$ cat config.mk
export PLATFORM = sky130hd
export DESIGN_NAME = debug_unit_flat
export DESIGN_NICKNAME = d
export VERILOG_FILES = /design/src/rtl/debug_pkg.sv /design/src/rtl/debug_unit_if.sv /design/src/rtl/dbg_word_tx.sv /design/src/rtl/debug_unit.sv /design/src/flat_wrapper.sv
export SDC_FILE = /design/constraint.sdc
export NUM_CORES = 1
export LEC_CHECK = 0
export ABC_AREA = 1
export CORE_ASPECT_RATIO = 1.5
export CORE_MARGIN = 8
export CORE_UTILIZATION = 55
export CTS_BUF_LIST = sky130_fd_sc_hd__clkbuf_4 sky130_fd_sc_hd__clkbuf_8
export DETAILED_ROUTE_END_ITERATION = 10
export PLACE_DENSITY = 0.89
export SLEW_MARGIN = 40
export SYNTH_ARGS = -nofsm -noshare
export SYNTH_HDL_FRONTEND = slang
export SYNTH_SLANG_ARGS = --single-unit
$ cat constraint.sdc
create_clock -name i_clk -period 3.3 [get_ports i_clk]
set_clock_uncertainty 0.2 [all_clocks]
set_input_delay 0.495 -clock i_clk [delete_from_list [all_inputs] [get_ports i_clk]]
set_output_delay 0.495 -clock i_clk [all_outputs]
set_load 0.005 [all_outputs]
$ cat src/rtl/debug_pkg.sv
// Shared constants and types for the pipeline debug controller:
// host command bytes, controller states and dump geometry.
package debug_pkg;

    localparam logic [7:0] CMD_LOAD = 8'h4C;
    localparam logic [7:0] CMD_RUN  = 8'h43;
    localparam logic [7:0] CMD_STEP = 8'h53;
    localparam logic [7:0] CMD_NEXT = 8'h4E;
    localparam logic [7:0] CMD_END  = 8'h45;

    // PC and cycle count precede the register file in every report
    localparam int HDR_WORDS  = 2;
    localparam int REG_WORDS  = 32;
    localparam int DUMP_IDX_W = 7;

    typedef enum logic [2:0] {
        IDLE,
        LOAD,
        RUN,
        STEP,
        DUMP_SEL,
        DUMP_SEND,
        DUMP_WAIT
    } state_t;

    function automatic int dump_words(input int dmem_dump);
        return HDR_WORDS + REG_WORDS + dmem_dump;
    endfunction

endpackage

$ cat src/rtl/debug_unit_if.sv
// Byte-stream handshake between the debug controller and the UART rx/tx blocks.
interface debug_unit_if;
    logic [7:0] rx_data;
    logic       rx_done;
    logic [7:0] tx_data;
    logic       tx_start;
    logic       tx_done;

    modport master (input rx_data, rx_done, tx_done, output tx_data, tx_start);
    modport slave  (output rx_data, rx_done, tx_done, input tx_data, tx_start);
endinterface

$ cat src/rtl/dbg_word_tx.sv
// Word-to-bytes serializer for the dump path: holds one word, presents it
// MSB byte first and steps to the next byte on each acknowledged transfer.
module dbg_word_tx #(
    parameter int N_BITS = 32
) (
    input  logic              i_clk,
    input  logic              i_reset,
    input  logic              i_load,
    input  logic [N_BITS-1:0] i_word,
    input  logic              i_send,
    input  logic              i_ack,
    output logic [7:0]        o_tx_data,
    output logic              o_tx_start,
    output logic              o_last
);
    localparam int N_BYTES = N_BITS / 8;
    localparam int BW      = (N_BYTES > 1) ? $clog2(N_BYTES) : 1;

    logic [N_BITS-1:0] word_q;
    logic [BW-1:0]     byte_idx;

    always_ff @(posedge i_clk or negedge i_reset) begin
        if (!i_reset) begin
            word_q   <= '0;
            byte_idx <= '0;
        end else if (i_load) begin
            word_q   <= i_word;
            byte_idx <= '0;
        end else if (i_ack) begin
            byte_idx <= byte_idx + 1'b1;
        end
    end

    assign o_tx_data  = 8'(word_q >> ((N_BYTES - 1 - int'(byte_idx)) * 8));
    assign o_tx_start = i_send;
    assign o_last     = (byte_idx == BW'(N_BYTES - 1));
endmodule

$ cat src/rtl/debug_unit.sv
// Debug controller between the UART and the pipeline: program load,
// continuous/step execution control and the PC/cycles/regs/dmem report.
//
// state     | meaning
// IDLE      | waiting for L / C / S
// LOAD      | assembling 4-byte words into instruction memory
// RUN       | core free-running until halt
// STEP      | core gated, one step per 'N', 'E' leaves
// DUMP_SEL  | select next report word and latch it into the serializer
// DUMP_SEND | start transmission of the current byte
// DUMP_WAIT | wait for the transmitter to finish the byte
module debug_unit
    import debug_pkg::*;
#(
    parameter int                N_BITS    = 32,
    parameter int                IMEM_AW   = 8,
    parameter int                DMEM_AW   = 5,
    parameter int                DMEM_DUMP = 16,
    parameter logic [N_BITS-1:0] HALT_WORD = 32'hFFFF_FFFF
) (
    input  logic               i_clk,
    input  logic               i_reset,
    debug_unit_if.master       uart,
    input  logic               i_halt,
    input  logic [N_BITS-1:0]  i_pc,
    input  logic [N_BITS-1:0]  i_ciclos,
    output logic [4:0]         o_reg_sel,
    input  logic [N_BITS-1:0]  i_reg_data,
    output logic [DMEM_AW-1:0] o_dmem_addr,
    input  logic [N_BITS-1:0]  i_dmem_data,
    output logic               o_imem_we,
    output logic [IMEM_AW-1:0] o_imem_addr,
    output logic [N_BITS-1:0]  o_imem_data,
    output logic               o_valid,
    output logic               o_exec_mode,
    output logic               o_step,
    output logic               o_busy
);
    localparam logic [DUMP_IDX_W-1:0] REG_FIRST  = DUMP_IDX_W'(HDR_WORDS);
    localparam logic [DUMP_IDX_W-1:0] DMEM_FIRST = DUMP_IDX_W'(HDR_WORDS + REG_WORDS);
    localparam logic [DUMP_IDX_W-1:0] LAST_WORD  = DUMP_IDX_W'(dump_words(DMEM_DUMP) - 1);

    state_t                  state, state_n;
    logic [N_BITS-9:0]       load_buf, load_buf_n;
    logic [1:0]              byte_cnt, byte_cnt_n;
    logic [IMEM_AW-1:0]      word_cnt, word_cnt_n, imem_addr_n;
    logic [N_BITS-1:0]       imem_data_n, load_word, dump_word;
    logic [N_BITS-1:0]       pc_lat, pc_n, cyc_lat, cyc_n;
    logic [DUMP_IDX_W-1:0]   word_idx, word_idx_n;
    logic                    imem_we_n, valid_n, exec_n, step_n;
    logic                    from_step, from_step_n, enter_dump;
    logic                    ser_last, ser_start;
    logic [7:0]              ser_data;

    assign load_word = {load_buf, uart.rx_data};
    assign o_busy    = (state != IDLE);

    assign o_reg_sel   = (word_idx >= REG_FIRST && word_idx < DMEM_FIRST) ?
                         5'(word_idx - REG_FIRST) : 5'd0;
    assign o_dmem_addr = (word_idx >= DMEM_FIRST) ? DMEM_AW'(word_idx - DMEM_FIRST) : '0;

    always_comb begin
        if (word_idx == '0)                          dump_word = pc_lat;
        else if (word_idx == DUMP_IDX_W'(1))         dump_word = cyc_lat;
        else if (word_idx < DMEM_FIRST)              dump_word = i_reg_data;
        else                                         dump_word = i_dmem_data;
    end

    dbg_word_tx #(.N_BITS(N_BITS)) u_word_tx (
        .i_clk     (i_clk),
        .i_reset   (i_reset),
        .i_load    (state == DUMP_SEL),
        .i_word    (dump_word),
        .i_send    (state == DUMP_SEND),
        .i_ack     (state == DUMP_WAIT && uart.tx_done),
        .o_tx_data (ser_data),
        .o_tx_start(ser_start),
        .o_last    (ser_last)
    );

    assign uart.tx_data  = ser_data;
    assign uart.tx_start = ser_start;

    always_ff @(posedge i_clk or negedge i_reset) begin
        if (!i_reset) begin
            state       <= IDLE;
            load_buf    <= '0;
            byte_cnt    <= '0;
            word_cnt    <= '0;
            o_imem_we   <= 1'b0;
            o_imem_addr <= '0;
            o_imem_data <= '0;
            o_valid     <= 1'b0;
            o_exec_mode <= 1'b0;
            o_step      <= 1'b0;
            word_idx    <= '0;
            pc_lat      <= '0;
            cyc_lat     <= '0;
            from_step   <= 1'b0;
        end else begin
            state       <= state_n;
            load_buf    <= load_buf_n;
            byte_cnt    <= byte_cnt_n;
            word_cnt    <= word_cnt_n;
            o_imem_we   <= imem_we_n;
            o_imem_addr <= imem_addr_n;
            o_imem_data <= imem_data_n;
            o_valid     <= valid_n;
            o_exec_mode <= exec_n;
            o_step      <= step_n;
            word_idx    <= word_idx_n;
            pc_lat      <= pc_n;
            cyc_lat     <= cyc_n;
            from_step   <= from_step_n;
        end
    end

    always_comb begin
        state_n     = state;
        load_buf_n  = load_buf;
        byte_cnt_n  = byte_cnt;
        word_cnt_n  = word_cnt;
        imem_we_n   = 1'b0;
        imem_addr_n = o_imem_addr;
        imem_data_n = o_imem_data;
        valid_n     = o_valid;
        exec_n      = o_exec_mode;
        step_n      = 1'b0;
        word_idx_n  = word_idx;
        pc_n        = pc_lat;
        cyc_n       = cyc_lat;
        from_step_n = from_step;
        enter_dump  = 1'b0;

        case (state)
            IDLE: begin
                if (uart.rx_done) begin
                    if (uart.rx_data == CMD_LOAD) begin
                        state_n    = LOAD;
                        word_cnt_n = '0;
                        byte_cnt_n = '0;
                    end else if (uart.rx_data == CMD_RUN) begin
                        state_n = RUN;
                        valid_n = 1'b1;
                        exec_n  = 1'b0;
                    end else if (uart.rx_data == CMD_STEP) begin
                        state_n = STEP;
                        valid_n = 1'b1;
                        exec_n  = 1'b1;
                    end
                end
            end
            LOAD: begin
                if (uart.rx_done) begin
                    if (byte_cnt == 2'd3) begin
                        imem_we_n   = 1'b1;
                        imem_addr_n = word_cnt;
                        imem_data_n = load_word;
                        word_cnt_n  = word_cnt + 1'b1;
                        byte_cnt_n  = '0;
                        // top address ends the load rather than wrapping onto word 0
                        if (load_word == HALT_WORD || word_cnt == '1) state_n = IDLE;
                    end else begin
                        load_buf_n = load_word[N_BITS-9:0];
                        byte_cnt_n = byte_cnt + 1'b1;
                    end
                end
            end
            RUN: begin
                if (i_halt) begin
                    valid_n     = 1'b0;
                    from_step_n = 1'b0;
                    enter_dump  = 1'b1;
                end
            end
            STEP: begin
                // the dump starts the cycle after the step pulse, so it reports post-step state
                if (o_step) begin
                    from_step_n = 1'b1;
                    enter_dump  = 1'b1;
                end else if (uart.rx_done) begin
                    if (uart.rx_data == CMD_NEXT) begin
                        step_n = 1'b1;
                    end else if (uart.rx_data == CMD_END) begin
                        state_n = IDLE;
                        valid_n = 1'b0;
                        exec_n  = 1'b0;
                    end
                end
            end
            DUMP_SEL:  state_n = DUMP_SEND;
            DUMP_SEND: state_n = DUMP_WAIT;
            DUMP_WAIT: begin
                if (uart.tx_done) begin
                    if (!ser_last) begin
                        state_n = DUMP_SEND;
                    end else if (word_idx != LAST_WORD) begin
                        word_idx_n = word_idx + 1'b1;
                        state_n    = DUMP_SEL;
                    end else begin
                        word_idx_n = '0;
                        if (from_step && !i_halt) begin
                            state_n = STEP;
                        end else begin
                            state_n = IDLE;
                            valid_n = 1'b0;
                            exec_n  = 1'b0;
                        end
                    end
                end
            end
            default: state_n = IDLE;
        endcase

        if (enter_dump) begin
            state_n    = DUMP_SEL;
            word_idx_n = '0;
            pc_n       = i_pc;
            cyc_n      = i_ciclos;
        end
    end
endmodule

$ cat src/flat_wrapper.sv
// flat-port wrapper written by rule: the top's interface ports become plain ports
module debug_unit_flat import debug_pkg::*;
#(
    parameter int                N_BITS    = 32,
    parameter int                IMEM_AW   = 8,
    parameter int                DMEM_AW   = 5,
    parameter int                DMEM_DUMP = 16,
    parameter logic [N_BITS-1:0] HALT_WORD = 32'hFFFF_FFFF
)
  (i_clk, i_reset, i_halt, i_pc, i_ciclos, o_reg_sel, i_reg_data, o_dmem_addr, i_dmem_data, o_imem_we, o_imem_addr, o_imem_data, o_valid, o_exec_mode, o_step, o_busy, uart_rx_data, uart_rx_done, uart_tx_done, uart_tx_data, uart_tx_start);
  debug_unit_if uart_i ();
  input  logic i_clk;
  input  logic i_reset;
  input  logic i_halt;
  input  logic [N_BITS-1:0] i_pc;
  input  logic [N_BITS-1:0] i_ciclos;
  output logic [4:0] o_reg_sel;
  input  logic [N_BITS-1:0] i_reg_data;
  output logic [DMEM_AW-1:0] o_dmem_addr;
  input  logic [N_BITS-1:0] i_dmem_data;
  output logic o_imem_we;
  output logic [IMEM_AW-1:0] o_imem_addr;
  output logic [N_BITS-1:0] o_imem_data;
  output logic o_valid;
  output logic o_exec_mode;
  output logic o_step;
  output logic o_busy;
  input wire logic [$bits(uart_i.rx_data)-1:0] uart_rx_data;
  input wire logic [$bits(uart_i.rx_done)-1:0] uart_rx_done;
  input wire logic [$bits(uart_i.tx_done)-1:0] uart_tx_done;
  output wire logic [$bits(uart_i.tx_data)-1:0] uart_tx_data;
  output wire logic [$bits(uart_i.tx_start)-1:0] uart_tx_start;
  assign uart_i.rx_data = uart_rx_data;
  assign uart_i.rx_done = uart_rx_done;
  assign uart_i.tx_done = uart_tx_done;
  assign uart_tx_data = uart_i.tx_data;
  assign uart_tx_start = uart_i.tx_start;
  debug_unit #(.N_BITS(N_BITS), .IMEM_AW(IMEM_AW), .DMEM_AW(DMEM_AW), .DMEM_DUMP(DMEM_DUMP), .HALT_WORD(HALT_WORD)) u_core (.i_clk(i_clk), .i_reset(i_reset), .uart(uart_i), .i_halt(i_halt), .i_pc(i_pc), .i_ciclos(i_ciclos), .o_reg_sel(o_reg_sel), .i_reg_data(i_reg_data), .o_dmem_addr(o_dmem_addr), .i_dmem_data(i_dmem_data), .o_imem_we(o_imem_we), .o_imem_addr(o_imem_addr), .o_imem_data(o_imem_data), .o_valid(o_valid), .o_exec_mode(o_exec_mode), .o_step(o_step), .o_busy(o_busy));
endmodule
==> results of run 1 <==
kinds of logic after synthesis:
| kind of cell | after synthesis | synth area share (%) |
|---|---|---|
| compound gates | 270 | 14.9 |
| simple gates | 570 | 24.3 |
| flops | 187 | 50.6 |
| buf+inv | 185 | 8.13 |
| xor+xnor | 8 | 0.758 |
| fa+ha+maj | 10 | 1.35 |
timing repair:
item	in CTS	in global routing
endpoints found under the hold margin	64	0
setup buffers	0	3
endpoints found under the setup margin	0	8
hold buffers	1	0
resized for setup	0	5
metal layers:
metal / vias up / part of all wire [%] / track usage [%]
met5: - / 0 / 0
li1: 4246 / - / -
met2: 271 / 53 / 42.0
met1: 3975 / 38 / 26.0
met4: 0 / 3.2 / 10.9
met3: 56 / 6.5 / 5.56
synth_stat cells, types with 2 or more instances:
| cell | n | area (µm²) |
|---|---|---|
| xor2_1 | 7 | 61.3 |
| o21ai_1 | 10 | 50.1 |
| ha_1 | 10 | 125 |
| or2_2 | 3 | 18.8 |
| buf_2 | 19 | 95.1 |
| inv_1 | 122 | 458 |
| nand4_1 | 10 | 62.6 |
| nand2_2 | 2 | 12.5 |
| a21oi_1 | 74 | 370 |
| nor2_2 | 4 | 25.0 |
| nand3_1 | 25 | 125 |
| nor3_1 | 5 | 25.0 |
| o22ai_1 | 11 | 68.8 |
| dfrtp_1 | 187 | 4680 |
| o21ai_0 | 173 | 866 |
| nor2_1 | 82 | 308 |
| nand2_1 | 435 | 1630 |
| clkbuf_1 | 33 | 124 |
| buf_6 | 4 | 45.0 |
| inv_2 | 6 | 22.5 |
power groups by stage:
stage | combinational, W | clock [W] | sequential [W]
5_1_grt | 0.00292 | 0.00160 | 0.00367
2_1_floorplan | 0.00160 | 0 | 0.00345
3_5_place_dp | 0.00254 | 0 | 0.00361
4_1_cts | 0.00257 | 0.00152 | 0.00358
3_3_place_gp | 0.00245 | 0 | 0.00359
6_report | 0.00254 | 0.00150 | 0.00359
cell type report:
type	count	area, µm²
Inverter	128	480
Tap cell	210	263
Clock inverter	13	121
Multi-Input combinational cell	858	3830
Clock buffer	19	255
Fill cell	1317	4750
Sequential cell	187	4680
Timing Repair Buffer	221	2240
how the worst max path moves through the flow:
stage / startpoint / slack [ns] / to / cells after the start
after global placement: u_core.word_idx[1] / 0.58 / o_dmem_addr[4] / 10
after CTS: u_core.word_idx[1] / 0.0005 / o_dmem_addr[0] / 10
after global routing: u_core.word_idx[2] / 0.007 / o_dmem_addr[0] / 10
after floorplan: u_core.word_idx[1] / 0.85 / o_reg_sel[0] / 10
final: u_core.word_idx[2] / 0.18 / o_dmem_addr[4] / 10
after detailed placement: u_core.word_idx[1] / 0.54 / o_dmem_addr[0] / 10
metrics by stage:
step / instances / area, µm² / hold slack, ns / util [%]
6_report: 1636 / 11900 / 0.277 / 71.4
5_1_grt: 1636 / 11900 / 0.293 / 71.4
3_5_place_dp: 1600 / 11500 / 0.257 / 68.9
2_1_floorplan: 1230 / 9250 / -0.000591 / -
3_3_place_gp: 1600 / 11500 / 0.253 / 68.9
4_1_cts: 1633 / 11800 / 0.281 / 71.2
state kept, by name (all words and copies together) (netlist names):
register	flops
u_core.word_idx	7
u_core.load_buf	24
u_core.cyc_lat	32
u_core.o_exec_mode	1
u_core.word_cnt	8
u_core.u_word_tx.word_q	32
u_core.o_valid	1
u_core.state	3
u_core.o_imem_data	32
u_core.u_word_tx.byte_idx	2
u_core.o_step	1
u_core.from_step	1
u_core.o_imem_addr	8
u_core.pc_lat	32
u_core.o_imem_we	1
u_core.byte_cnt	2
worst max-delay path, stage by stage (launching register included):
cell and delay, ns:
dfrtp_1 0.45, inv_2 0.08, ha_1 0.20, inv_1 0.05, nor2_1 0.05, nand2_1 0.08, nand2_2 0.06, and2_4 0.17
or2_2 0.26, inv_1 0.05, clkdlybuf4s50_1 0.49
layout by cell type, fill, tap and decap left out, drive strengths merged:
cell type / count
o21ai: 184
nand4: 10
a22oi: 1
a21oi: 74
xor2: 7
ha: 10
dfrtp: 187
or2: 3
dlygate4sd3: 1
clkinvlp: 2
clkinv: 2
clkdlybuf4s50: 203
nor3: 5
nor2: 87
nand2: 437
xnor2: 1
buf: 17
clkbuf: 19
and2: 1
nor4: 1
inv: 137
nand3: 26
o22ai: 11
==> metrics.txt, run 1 <==
placeable core area 16,600 µm²; overall die height 175 µm; number of nets with antenna violations after routing 0; fraction of the cycle the final worst path needs 94.5%; Synth Register Bits 187; die footprint 21,300 µm²; clock buffers created by TritonCTS 17; crit path capture type primary output; Clk pin slew, worst setup/hold paths 0.11 ns; Clock Power Share 19.6%; time the worst path needs with I/O delays and setup 3.12 ns; number of DRC violations after detailed-routing iteration 0 731; Critical R2R Launch u_core.word_idx[1]; slew at the pin closest to its max-slew limit 0.686 ns; number of remaining DRC errors 0; combinational share of power 33.3%; total track usage 23.7%; fraction of the yosys area taken by sequential cells 50.6%; total net switching power 0.00287 W; Critical Path RT 2.60 ns; Main synth FF type dfrtp_1; EDFF count, synth 0; cell area after synthesis 9250 µm²; die width 122 µm; number of antenna violations at the first check in global routing 0; critical path class flop to primary output; Gate Count Post-Synth 1,230; Sw Share 37.6%; r2r endpoint u_core.u_word_tx.word_q[13]; total overflow reported by the global router 0; number of nets in the layout 1,564; number of top-level pins 205; Setup crit start kind flop; setup violation total in the final timing report 0; top achievable clock speed 321 MHz; Placer Congestion 0.885; final worst-path setup slack 0.181 ns; first-pass GRT wire length 41.0 mm; Post-Syn Nets 1,381; number of sinks on the clock net 187; worst hold path stage count 2; vias per inst 5.22; n_diodes 0; final wirelength 24.7 mm; register share of total power 47.1%; number of global-route vias before repair 8,657; peak ir drop on the vdd network 0.000330 V; total count of max-transition violations in the final report 0; hold violation total from the final report 0; Total Negative Setup Slacks 0 ns; Area growth syn-to-layout 28.3%; Max transition margin 54.2%; number of H-tree levels 4; Post-synth ARST share 100%; status finished, final reports clean; Power Internal 0.00476 W; Total Power 0.00763 W; count of cell types in the netlist 28; root buffer cell clkbuf_8; arrival time at the worst endpoint 2.42 ns; RSZ-0062 raised after global routing no; effective utilization at floorplan 55.7%; slack of the worst reg-to-reg path 0.82 ns; mean instance size in the synthesized netlist 7.52 µm²; origin of the worst min-delay path u_core.o_imem_data[29]; Maximum Capacitance Violations 0; worst setup slack after placement 0.542 ns; Max Buffers Root-to-Sink 2; synthesis warning total 0; Critical Path Fanout Max 5; average wire length per cell after detail routing 15.1 µm; static leakage 5.83 nW; worst min path class flop to flop; number of iterations in the first detailed-routing pass 7; clock latency of the later-clocked register in the worst-skew pair 0.47 ns; largest net degree at the start of global routing 68; Via Count 8,548; CTS tree built; logic depth of the worst register-to-register path 11; Worst Hold Endpoint u_core.o_imem_data[29]; Post-DP HPWL 18.4 mm; share of post-route cells with drive strength above 1 5.12%; count of buffers from port buffering 204; Pwr Density 643 nW/µm²; floorplan row count 58
(Power assumes the default switching activity.)
==> inputs of run 2 (changes only) <==
- clock period: 3.3 -> 3.7 ns (I/O delays scaled with it)
==> run 2 against run 1 <==
Against the previous run: sequential power down 11%; utilization down 0.090 points; worst hold slack about the same; sequential share of layout area about the same; power down 9.7%; first-iteration DRC count down 7.0%; flip-flop and latch count unchanged; worst setup slack better by 0.15 ns; register-to-register slack better by 0.39 ns; cell area down 0.13%; clock power down 5%; final cell count down 0.18%; critical path type unchanged; largest power group unchanged; highest routed layer unchanged.
==> metrics.txt, run 2 (synthesis results as in run 1) <==
Area growth syn-to-layout 28.1%; Final Util 71.3%; status finished, final reports clean; hold-fix buffer count after cts 1; met3 wire len 1.56 mm; clock latency of the later-clocked register in the worst-skew pair 0.47 ns; share of post-route cells with drive strength above 1 4.64%; average wire length per cell after detail routing 15.4 µm; Storage cell area 4680 µm²; hold violation total from the final report 0; Clk pin slew, worst setup/hold paths 0.12 ns; final worst-path setup slack 0.334 ns; static leakage 5.82 nW; final wirelength 25.1 mm; worst min path class flop to flop; total track usage 23.6%; Critical Path Fanout Max 7; time the worst path needs with I/O delays and setup 3.37 ns; number of nets in the layout 1,561; Post-DP HPWL 18.6 mm; vias per inst 5.29; Placer Congestion 0.878; number of H-tree levels 4; total overflow reported by the global router 0; number of instances resized during post-cts repair 0; Fill cells 1,277; total count of max-transition violations in the final report 0; root buffer cell clkbuf_8; top achievable clock speed 297 MHz; Max transition margin 55.4%; worst setup slack after placement 0.858 ns; peak ir drop on the vdd network 0.000310 V; Maximum Capacitance Violations 0; number of global-route vias before repair 8,647; count of buffers from port buffering 204; area post-placement 11,400 µm²; number of nets with antenna violations after routing 0; die footprint 21,300 µm²; first-pass GRT wire length 40.6 mm; Detail Route met2 WL 13.1 mm; arrival time at the worst endpoint 2.61 ns; Met1 Wirelength 9.49 mm; slew at the pin closest to its max-slew limit 0.670 ns; Max Buffers Root-to-Sink 2; number of remaining DRC errors 0; number of DRC violations after detailed-routing iteration 0 680; setup violation total in the final timing report 0; clock buffers created by TritonCTS 17; final instance area 11,900 µm²; Critical Path RT 2.94 ns; area of the multi-input gates 3830 µm²; Setup crit start kind flop; number of sinks on the clock net 187; CTS tree built; number of top-level pins 205; Pwr Density 581 nW/µm²; most frequent cells in the layout 433 x nand2_1, 203 x clkdlybuf4s50_1, 187 x dfrtp_1; number of iterations in the first detailed-routing pass 7; floorplan row count 58; effective utilization at floorplan 55.7%; placeable core area 16,600 µm²; Total Power 0.00689 W; number of antenna violations at the first check in global routing 0; Via Count 8,640; overall die height 175 µm; n_diodes 0; post-CTS setup buffer count 0; RSZ-0062 raised after global routing no; Total Negative Setup Slacks 0 ns; fraction of the cycle the final worst path needs 91.0%; most common cell after layout, fill and taps aside nand2_1; die width 122 µm; largest net degree at the start of global routing 108; highest layer used for signal routing met4; crit path capture type primary output; critical path class flop to primary output
## run 2: worst max-delay path, cell delays in order, from the launching register on
cell             delay, ns
dfrtp_1               0.48
inv_1                 0.17
ha_1                  0.19
inv_1                 0.04
nor2_1                0.15
nand2_1               0.06
o21ai_0               0.45
nor2_1                0.10
clkdlybuf4s50_1       0.49
## run 2: stage by stage
step | std cells | hold slack (ns)
finish | 1633 | 0.277
detailed placement | 1600 | 0.257
global placement | 1599 | 0.252
global route | 1633 | 0.305
CTS | 1633 | 0.281
floorplan | 1230 | 0.0594
## run 2: path summary, 6_finish.rpt
path | start | endpoint | slack (ns) | cells after the start
max | u_core.word_idx[1] | o_reg_sel[2] | 0.33 | 8
min | u_core.o_imem_data[29] | u_core.o_imem_data[29] | 0.28 | 2
max reg2reg | u_core.word_idx[1] | u_core.u_word_tx.word_q[30] | 1.21 | 12
min reg2reg | u_core.o_imem_data[29] | u_core.o_imem_data[29] | 0.28 | 2
max in group asynchronous | i_reset | u_core.u_word_tx.word_q[9] | 2.00 | 4
min in group asynchronous | i_reset | u_core.o_imem_data[21] | 0.42 | 3
## run 2: power by group
| part | switching, W | leakage, nW | total (W) | internal (W) |
|---|---|---|---|---|
| sequential | 0.000454 | 2.40 | 0.00321 | 0.00276 |
| combinational | 0.00130 | 3.21 | 0.00226 | 0.000952 |
| clock | 0.000847 | 0.210 | 0.00142 | 0.000574 |
## run 2: area by class of cell
type                       instances  area share (%)
clock buffer                      17            1.97
clock inverter                    15            1.51
inverter                         128            4.10
multi-input combinational        858            32.3
sequential                       187            39.5
tap                              210            2.22
timing repair buffer             218            18.4
## run 2: layer usage
layer	GRT usage, %	vias to the layer above
met5	0	-
met4	11.5	0
met3	5.62	70
met2	41.6	305
met1	25.6	4016
li1	-	4249
